**src/rtl/debug_command_parser_pkg.sv**
```systemverilog
// Shared encodings for the debug command parser: OPX codes, error byte, FSM states.
package debug_command_parser_pkg;

  localparam logic [2:0] DEBUG_OPX_NONE     = 3'd0;
  localparam logic [2:0] DEBUG_OPX_RD_REG   = 3'd1;
  localparam logic [2:0] DEBUG_OPX_RD_CC    = 3'd2;
  localparam logic [2:0] DEBUG_OPX_RD_PC    = 3'd3;
  localparam logic [2:0] DEBUG_OPX_RD_MEM   = 3'd4;
  localparam logic [2:0] DEBUG_OPX_WR_MEM   = 3'd5;
  localparam logic [2:0] DEBUG_OPX_SET_ADDR = 3'd6;

  localparam logic [7:0] DEBUG_ERR_BYTE = 8'hEE;

  typedef enum logic [2:0] {
    ST_IDLE, ST_ARG_LO, ST_ARG_HI, ST_EXEC, ST_WAIT, ST_RESP_LO, ST_RESP_HI
  } parser_state_t;

  function automatic logic is_rd_op(input logic [2:0] opx);
    return (opx == DEBUG_OPX_RD_REG) || (opx == DEBUG_OPX_RD_CC) ||
           (opx == DEBUG_OPX_RD_PC)  || (opx == DEBUG_OPX_RD_MEM);
  endfunction

endpackage

```
**src/rtl/debug_resp_tx.sv**
```systemverilog
// Response serialiser: sends word[7:0] then word[15:8], or only word[15:8] when two=0.
module debug_resp_tx (
  input  logic        CLK,
  input  logic        RESETN,
  input  logic        load,
  input  logic [15:0] word,
  input  logic        two,
  output logic [7:0]  tx_data,
  output logic        tx_valid,
  input  logic        tx_ready,
  output logic        last
);
  logic [15:0] word_q;
  logic        hi_q, vld_q;

  always_ff @(posedge CLK) begin
    if (!RESETN) begin
      word_q <= '0;
      hi_q   <= 1'b0;
      vld_q  <= 1'b0;
    end else if (load) begin
      word_q <= word;
      hi_q   <= ~two;
      vld_q  <= 1'b1;
    end else if (vld_q && tx_ready) begin
      if (hi_q) vld_q <= 1'b0;
      else      hi_q  <= 1'b1;
    end
  end

  // Byte select only moves on a handshake, so data stays put under back-pressure.
  assign tx_data  = hi_q ? word_q[15:8] : word_q[7:0];
  assign tx_valid = vld_q;
  assign last     = vld_q & tx_ready & hi_q;
endmodule

```
**src/rtl/debug_command_parser.sv**
```systemverilog
// Debug-port byte-stream parser: builds DEBUG_OP/ARGX, owns ADDR/WDATA, runs EXEC/DONE.
// Optional WAIT timeout abort enabled by defining DEBUG_PARSER_TIMEOUT_EN.
module debug_command_parser
  import debug_command_parser_pkg::*;
#(
  parameter int ADDR_W         = 16,
  parameter int DATA_W         = 16,
  parameter int TIMEOUT_CYCLES = 1023
) (
  input  logic              CLK,
  input  logic              RESETN,
  input  logic [7:0]        RX_DATA,
  input  logic              RX_VALID,
  output logic              RX_READY,
  output logic [7:0]        TX_DATA,
  output logic              TX_VALID,
  input  logic              TX_READY,
  output logic [3:0]        DEBUG_OP,
  output logic [3:0]        DEBUG_ARGX,
  output logic [ADDR_W-1:0] DEBUG_ADDR,
  output logic [DATA_W-1:0] DEBUG_WDATA,
  output logic              DEBUG_EXEC,
  input  logic              DEBUG_DONE,
  input  logic [DATA_W-1:0] DEBUG_RDATA,
  output logic              DEBUG_BUSY
);
  parser_state_t     state_q, state_d;
  logic [7:0]        cmd_q, arg_lo_q;
  logic [ADDR_W-1:0] addr_q;
  logic [DATA_W-1:0] wdata_q;
  logic              cmd_ld, lo_ld, addr_ld, wdata_ld, addr_inc;
  logic              ld, ld_two, tx_last;
  logic [15:0]       ld_word;
  logic              rx_fire, tmo_hit;
  logic [2:0]        opx_in, opx_q;

  assign opx_in  = RX_DATA[7:5];
  assign opx_q   = cmd_q[7:5];
  assign rx_fire = RX_VALID && RX_READY;

`ifdef DEBUG_PARSER_TIMEOUT_EN
  localparam int TMO_W = $clog2(TIMEOUT_CYCLES + 1);
  logic [TMO_W-1:0] tmo_q;

  // Hit on the last permitted WAIT cycle, so WAIT lasts exactly TIMEOUT_CYCLES.
  assign tmo_hit = (tmo_q == TMO_W'(TIMEOUT_CYCLES - 1));

  always_ff @(posedge CLK) begin
    if (!RESETN)                 tmo_q <= '0;
    else if (state_q == ST_EXEC) tmo_q <= '0;
    else if (state_q == ST_WAIT) tmo_q <= tmo_q + TMO_W'(1);
  end
`else
  logic unused_tmo_cfg;
  assign unused_tmo_cfg = ^TIMEOUT_CYCLES;
  assign tmo_hit = 1'b0;
`endif

  always_comb begin
    state_d  = state_q;
    cmd_ld   = 1'b0;
    lo_ld    = 1'b0;
    addr_ld  = 1'b0;
    wdata_ld = 1'b0;
    addr_inc = 1'b0;
    ld       = 1'b0;
    ld_two   = 1'b0;
    ld_word  = '0;
    case (state_q)
      ST_IDLE: if (rx_fire) begin
        if (opx_in == DEBUG_OPX_SET_ADDR || opx_in == DEBUG_OPX_WR_MEM) begin
          cmd_ld  = 1'b1;
          state_d = ST_ARG_LO;
        end else if (is_rd_op(opx_in)) begin
          cmd_ld  = 1'b1;
          state_d = ST_EXEC;
        end else begin
          ld      = 1'b1;
          ld_word = {(opx_in == DEBUG_OPX_NONE) ? RX_DATA : DEBUG_ERR_BYTE, 8'h00};
          state_d = ST_RESP_HI;
        end
      end
      ST_ARG_LO: if (rx_fire) begin
        lo_ld   = 1'b1;
        state_d = ST_ARG_HI;
      end
      ST_ARG_HI: if (rx_fire) begin
        if (opx_q == DEBUG_OPX_SET_ADDR) begin
          addr_ld = 1'b1;
          ld      = 1'b1;
          ld_word = {cmd_q, 8'h00};
          state_d = ST_RESP_HI;
        end else begin
          wdata_ld = 1'b1;
          state_d  = ST_EXEC;
        end
      end
      ST_EXEC: state_d = ST_WAIT;
      ST_WAIT: if (DEBUG_DONE) begin
        addr_inc = cmd_q[4] && (opx_q == DEBUG_OPX_RD_REG || opx_q == DEBUG_OPX_RD_MEM ||
                                opx_q == DEBUG_OPX_WR_MEM);
        ld       = 1'b1;
        if (opx_q == DEBUG_OPX_WR_MEM) begin
          ld_word = {cmd_q, 8'h00};
          state_d = ST_RESP_HI;
        end else begin
          ld_word = DEBUG_RDATA;
          ld_two  = 1'b1;
          state_d = ST_RESP_LO;
        end
      end else if (tmo_hit) begin
        ld      = 1'b1;
        ld_word = {DEBUG_ERR_BYTE, 8'h00};
        state_d = ST_RESP_HI;
      end
      ST_RESP_LO: if (TX_VALID && TX_READY) state_d = ST_RESP_HI;
      ST_RESP_HI: if (tx_last) state_d = ST_IDLE;
      default: state_d = ST_IDLE;
    endcase
  end

  always_ff @(posedge CLK) begin
    if (!RESETN) begin
      state_q  <= ST_IDLE;
      cmd_q    <= '0;
      arg_lo_q <= '0;
      addr_q   <= '0;
      wdata_q  <= '0;
    end else begin
      state_q <= state_d;
      if (cmd_ld)   cmd_q    <= RX_DATA;
      if (lo_ld)    arg_lo_q <= RX_DATA;
      if (addr_ld)  addr_q   <= ADDR_W'({RX_DATA, arg_lo_q});
      else if (addr_inc) addr_q <= addr_q + ADDR_W'(1);
      if (wdata_ld) wdata_q  <= DATA_W'({RX_DATA, arg_lo_q});
    end
  end

  debug_resp_tx u_resp_tx (
    .CLK      (CLK),
    .RESETN   (RESETN),
    .load     (ld),
    .word     (ld_word),
    .two      (ld_two),
    .tx_data  (TX_DATA),
    .tx_valid (TX_VALID),
    .tx_ready (TX_READY),
    .last     (tx_last)
  );

  // Decoder sees NONE (0) whenever no operation is in flight.
  assign DEBUG_OP    = (state_q == ST_EXEC || state_q == ST_WAIT) ? cmd_q[7:4] : 4'h0;
  assign DEBUG_ARGX  = (state_q == ST_EXEC || state_q == ST_WAIT) ? cmd_q[3:0] : 4'h0;
  assign DEBUG_EXEC  = (state_q == ST_EXEC);
  assign DEBUG_BUSY  = (state_q != ST_IDLE);
  assign RX_READY    = (state_q == ST_IDLE) || (state_q == ST_ARG_LO) || (state_q == ST_ARG_HI);
  assign DEBUG_ADDR  = addr_q;
  assign DEBUG_WDATA = wdata_q;
endmodule

```
**config.mk**
```make
export PLATFORM = sky130hd
export DESIGN_NAME = debug_command_parser
export DESIGN_NICKNAME = d
export VERILOG_FILES = /design/src/rtl/debug_command_parser_pkg.sv /design/src/rtl/debug_resp_tx.sv /design/src/rtl/debug_command_parser.sv
export SDC_FILE = /design/constraint.sdc
export NUM_CORES = 1
export LEC_CHECK = 0
export CORE_MARGIN = 10
export CORE_UTILIZATION = 30
export DETAILED_ROUTE_END_ITERATION = 10
export SETUP_SLACK_MARGIN = 0.5
export SYNTH_ARGS = -nofsm -noshare
export SYNTH_HDL_FRONTEND = slang
export SYNTH_SLANG_ARGS = --single-unit
```
**constraint.sdc**
```tcl
create_clock -name CLK -period 4 [get_ports CLK]
set_input_delay 1 -clock CLK [delete_from_list [all_inputs] [get_ports CLK]]
set_output_delay 1 -clock CLK [all_outputs]
set_load 0.03 [all_outputs]
```
==> results.toml <==
[synth]
ys.flop_type = "dfxtp_1"
async_reset_ff_share_pct = 0
synth_nets = 410
synth.distinct_cells = 53
postSynthAreaPerCell_sq_um = 8.48
yosysWarnings = 0
yosys_register_bits = 69
synth_edf_count = 0
synthCells = 380
seq_area_frac_synth_pct = 42.9
mappedNetlistArea_sq_mm = 0.00322

[finish]
final_cell_mix = "clkdlybuf4s50_1, dfxtp_1, nand2_1, nor2_1, a21oi_1"
layout-drive-gt1-share_pct = 8.71
fin_cells = 595
final_nets = 484
multiInputGateArea_sq_mm = 0.00175
area_growth_pct = 35.7
layout_commonest_cell = "clkdlybuf4s50_1"
seqCellArea_sq_mm = 0.00138
num-fill-cells = 1052
n_antenna_cell = 0

[timing]
tightest_slew_ps = 707
period_share_pct = 82.2
setup-tns-final_ps = 0
slew_violations = 0
max_freq_ghz = 0.304
period_needed_ps = 3290
setup_viol = 0
relSlewSlack_pct = 52.7
rsz0062_at_grt = "false"
finClkSkew_ps = 10.4
hold_viol = 0

[cts]
clock_path_buffers = 2
numCtsBuffers = 9
cts_root_buf = "clkbuf_8"
cts_tree = "built"
clock-sinks = 69
cts_hold_buf = 0
insertion_delay_ps = 340
h-tree-depth = 3
clkSlewWorstSetupHoldPaths_ps = 80

[route]
vias = 3084
drc = 0
finalWirelength_mm = 10.3
ant_nets = 0
wire_per_inst_um = 17.4
drt_iter0_markers = 300
vias_per_cell = 5.18
drt_first_pass_iters = 5

[flow_run]
maxCapViolCount = 0

[die]
io-pin-count = 81
initial_core_util_pct = 30.9
dieArea_sq_mm = 0.0153
die_h_um = 124
coreArea_sq_mm = 0.0104
rows = 37
die_w_um = 124

[global_route]
antenna_found_initial = 0
grt_use_total_pct = 13.7
grt_max_degree = 30
grt_overflow = 0
grt_pass1_vias = 3022
grt_pass1_wl_mm = 16.4

[min_path]
whs_path_depth = 2
hold_class = "flop to flop"
hold_path_startpoint = "DEBUG_WDATA[11]"
hold-path-endpoint = "DEBUG_WDATA[11]"

[critical_path]
reg2reg_depth = 5
slowest_delay_ps = 670
rr_endpoint = "u_resp_tx.word_q[8]"
cp-start-kind = "flop"
slowest_stage = "dfxtp_1"
cp_top_family = "flip-flops"
cp_max_fo = 14
cp-end-kind = "output port"
r2r-start = "state_q[2]"
worstPathArrival_ps = 2290
path_cells = "nor2_1, a21oi_2, nor2b_1, clkdlybuf4s50_1"
critPathRequiredTime_ps = 3000
path_buf_inv = 1
path_class = "flop to output port"
rrSetupSlack_ps = 1480

[placement]
io_buffers = 80
dpl.hpwl_mm = 7.63
gp_congestion = 0.848
dp_cells = 579

[pwr]
p_leak_uw = 0.00154
peakVddDrop_v = 0.000225
pwr_density_cell_mw_per_mm2 = 422

[status]
status = "finished clean"
[registers in the layout, indices dropped and copies added (netlist names)]
register            count
arg_lo_q                8
state_q                 3
u_resp_tx.tx_valid      1
DEBUG_WDATA            16
u_resp_tx.hi_q          1
u_resp_tx.word_q       16
DEBUG_ADDR             16
cmd_q                   8
[power breakdown]
part           switching (uW)  leakage [uW]  total (uW)  internal (uW)
Clock                     278      0.000114         649            371
Sequential               71.1      0.000560         807            736
Combinational             212      0.000865         388            176
Total                     561       0.00154        1840           1280
[how the worst max path moves through the flow]
stage / start / end / slack (ps) / cells past startpoint
after floorplan: state_q[0] / DEBUG_ARGX[0] / 1100 / 5
after global placement: RX_DATA[6] / u_resp_tx.word_q[3] / 650 / 6
after detailed placement: RX_DATA[5] / u_resp_tx.word_q[5] / 600 / 6
after CTS: state_q[1] / DEBUG_ARGX[1] / 590 / 5
after global routing: state_q[2] / DEBUG_OP[0] / 570 / 4
final: state_q[2] / DEBUG_ARGX[3] / 710 / 4
[logic make-up (layout without fill, tap and decap cells)]
family                     Yosys count  after routing  share of synthesized area, %
adders and majority gates            1              1                         0.388
AOI/OAI and AO/OA                  100            100                          19.2
DFF                                 69             69                          42.9
xor gates and xnor gates             8              8                          2.17
buffers and inverters               24            103                          3.18
and+or+nand+nor                    155            155                          24.8
muxes                               23             23                          7.45
[metrics by stage]
step | power, uW | cell area [sq um] | setup WS (ps) | hold WS (ps) | utilization [%]
5_1_grt | 1930 | 4370 | 571 | 485 | 42.0
2_1_floorplan | 1060 | 3220 | 1100 | 427 | -
3_5_place_dp | 1210 | 4140 | 602 | 453 | 39.8
3_3_place_gp | 1210 | 4140 | 652 | 445 | 39.8
6_report | 1840 | 4370 | 711 | 459 | 42.0
4_1_cts | 1860 | 4370 | 588 | 461 | 42.0
[layer usage]
metal | track usage [%] | vias to the layer above | routed length, um
met5 | 0 | - | 0
met3 | 3.30 | 10 | 542
li1 | - | 1520 | -
met1 | 17.0 | 1473 | 4640
met4 | 5.02 | 0 | 115
met2 | 22.5 | 81 | 5040
[cell type report]
cell class / instances / area share, %
tap: 136 / 3.89
clock buffer: 11 / 3.23
multi-input combinational: 287 / 40.0
inverter: 2 / 0.172
clock inverter: 5 / 1.89
timing repair buffer: 85 / 19.2
sequential: 69 / 31.6
[worst register-to-register path, cell delays in order, from the launching register on]
cell	delay, ps
dfxtp_1	670
or3b_1	230
or2_1	560
o21ai_0	430
a222oi_1	410
o2bb2ai_1	110
[what timing repair did]
item	CTS	global route
endpoints found under the setup margin	8	8
setup buffers	0	0
resized for setup	1	2
[synthesized netlist by cell type (2+ instances only)]
cell / n / area (sq um)
dfxtp_1: 69 / 1380
nand2_1: 46 / 173
nor2_1: 46 / 173
a21oi_1: 38 / 190
o21ai_0: 25 / 125
clkbuf_1: 19 / 71.3
mux2i_1: 15 / 150
nor2b_1: 12 / 75.1
a22o_1: 9 / 78.8
mux2_2: 8 / 90.1
nand3_1: 6 / 30.0
a221oi_1: 5 / 43.8
and3_1: 5 / 31.3
xnor2_1: 5 / 43.8
a31oi_1: 4 / 25.0
nand2b_1: 4 / 25.0
nand4_1: 4 / 25.0
nor3_1: 4 / 20.0
nor4_1: 4 / 25.0
or3_1: 4 / 25.0
a211oi_1: 3 / 22.5
and2_1: 3 / 18.8
nand3b_1: 3 / 22.5
xor2_1: 3 / 26.3
a211o_1: 2 / 17.5
a222oi_1: 2 / 20.0
a311oi_1: 2 / 17.5
and4_1: 2 / 17.5
nor3_2: 2 / 20.0
o21bai_1: 2 / 15.0
o2bb2ai_1: 2 / 17.5
(Power assumes the default switching activity.)
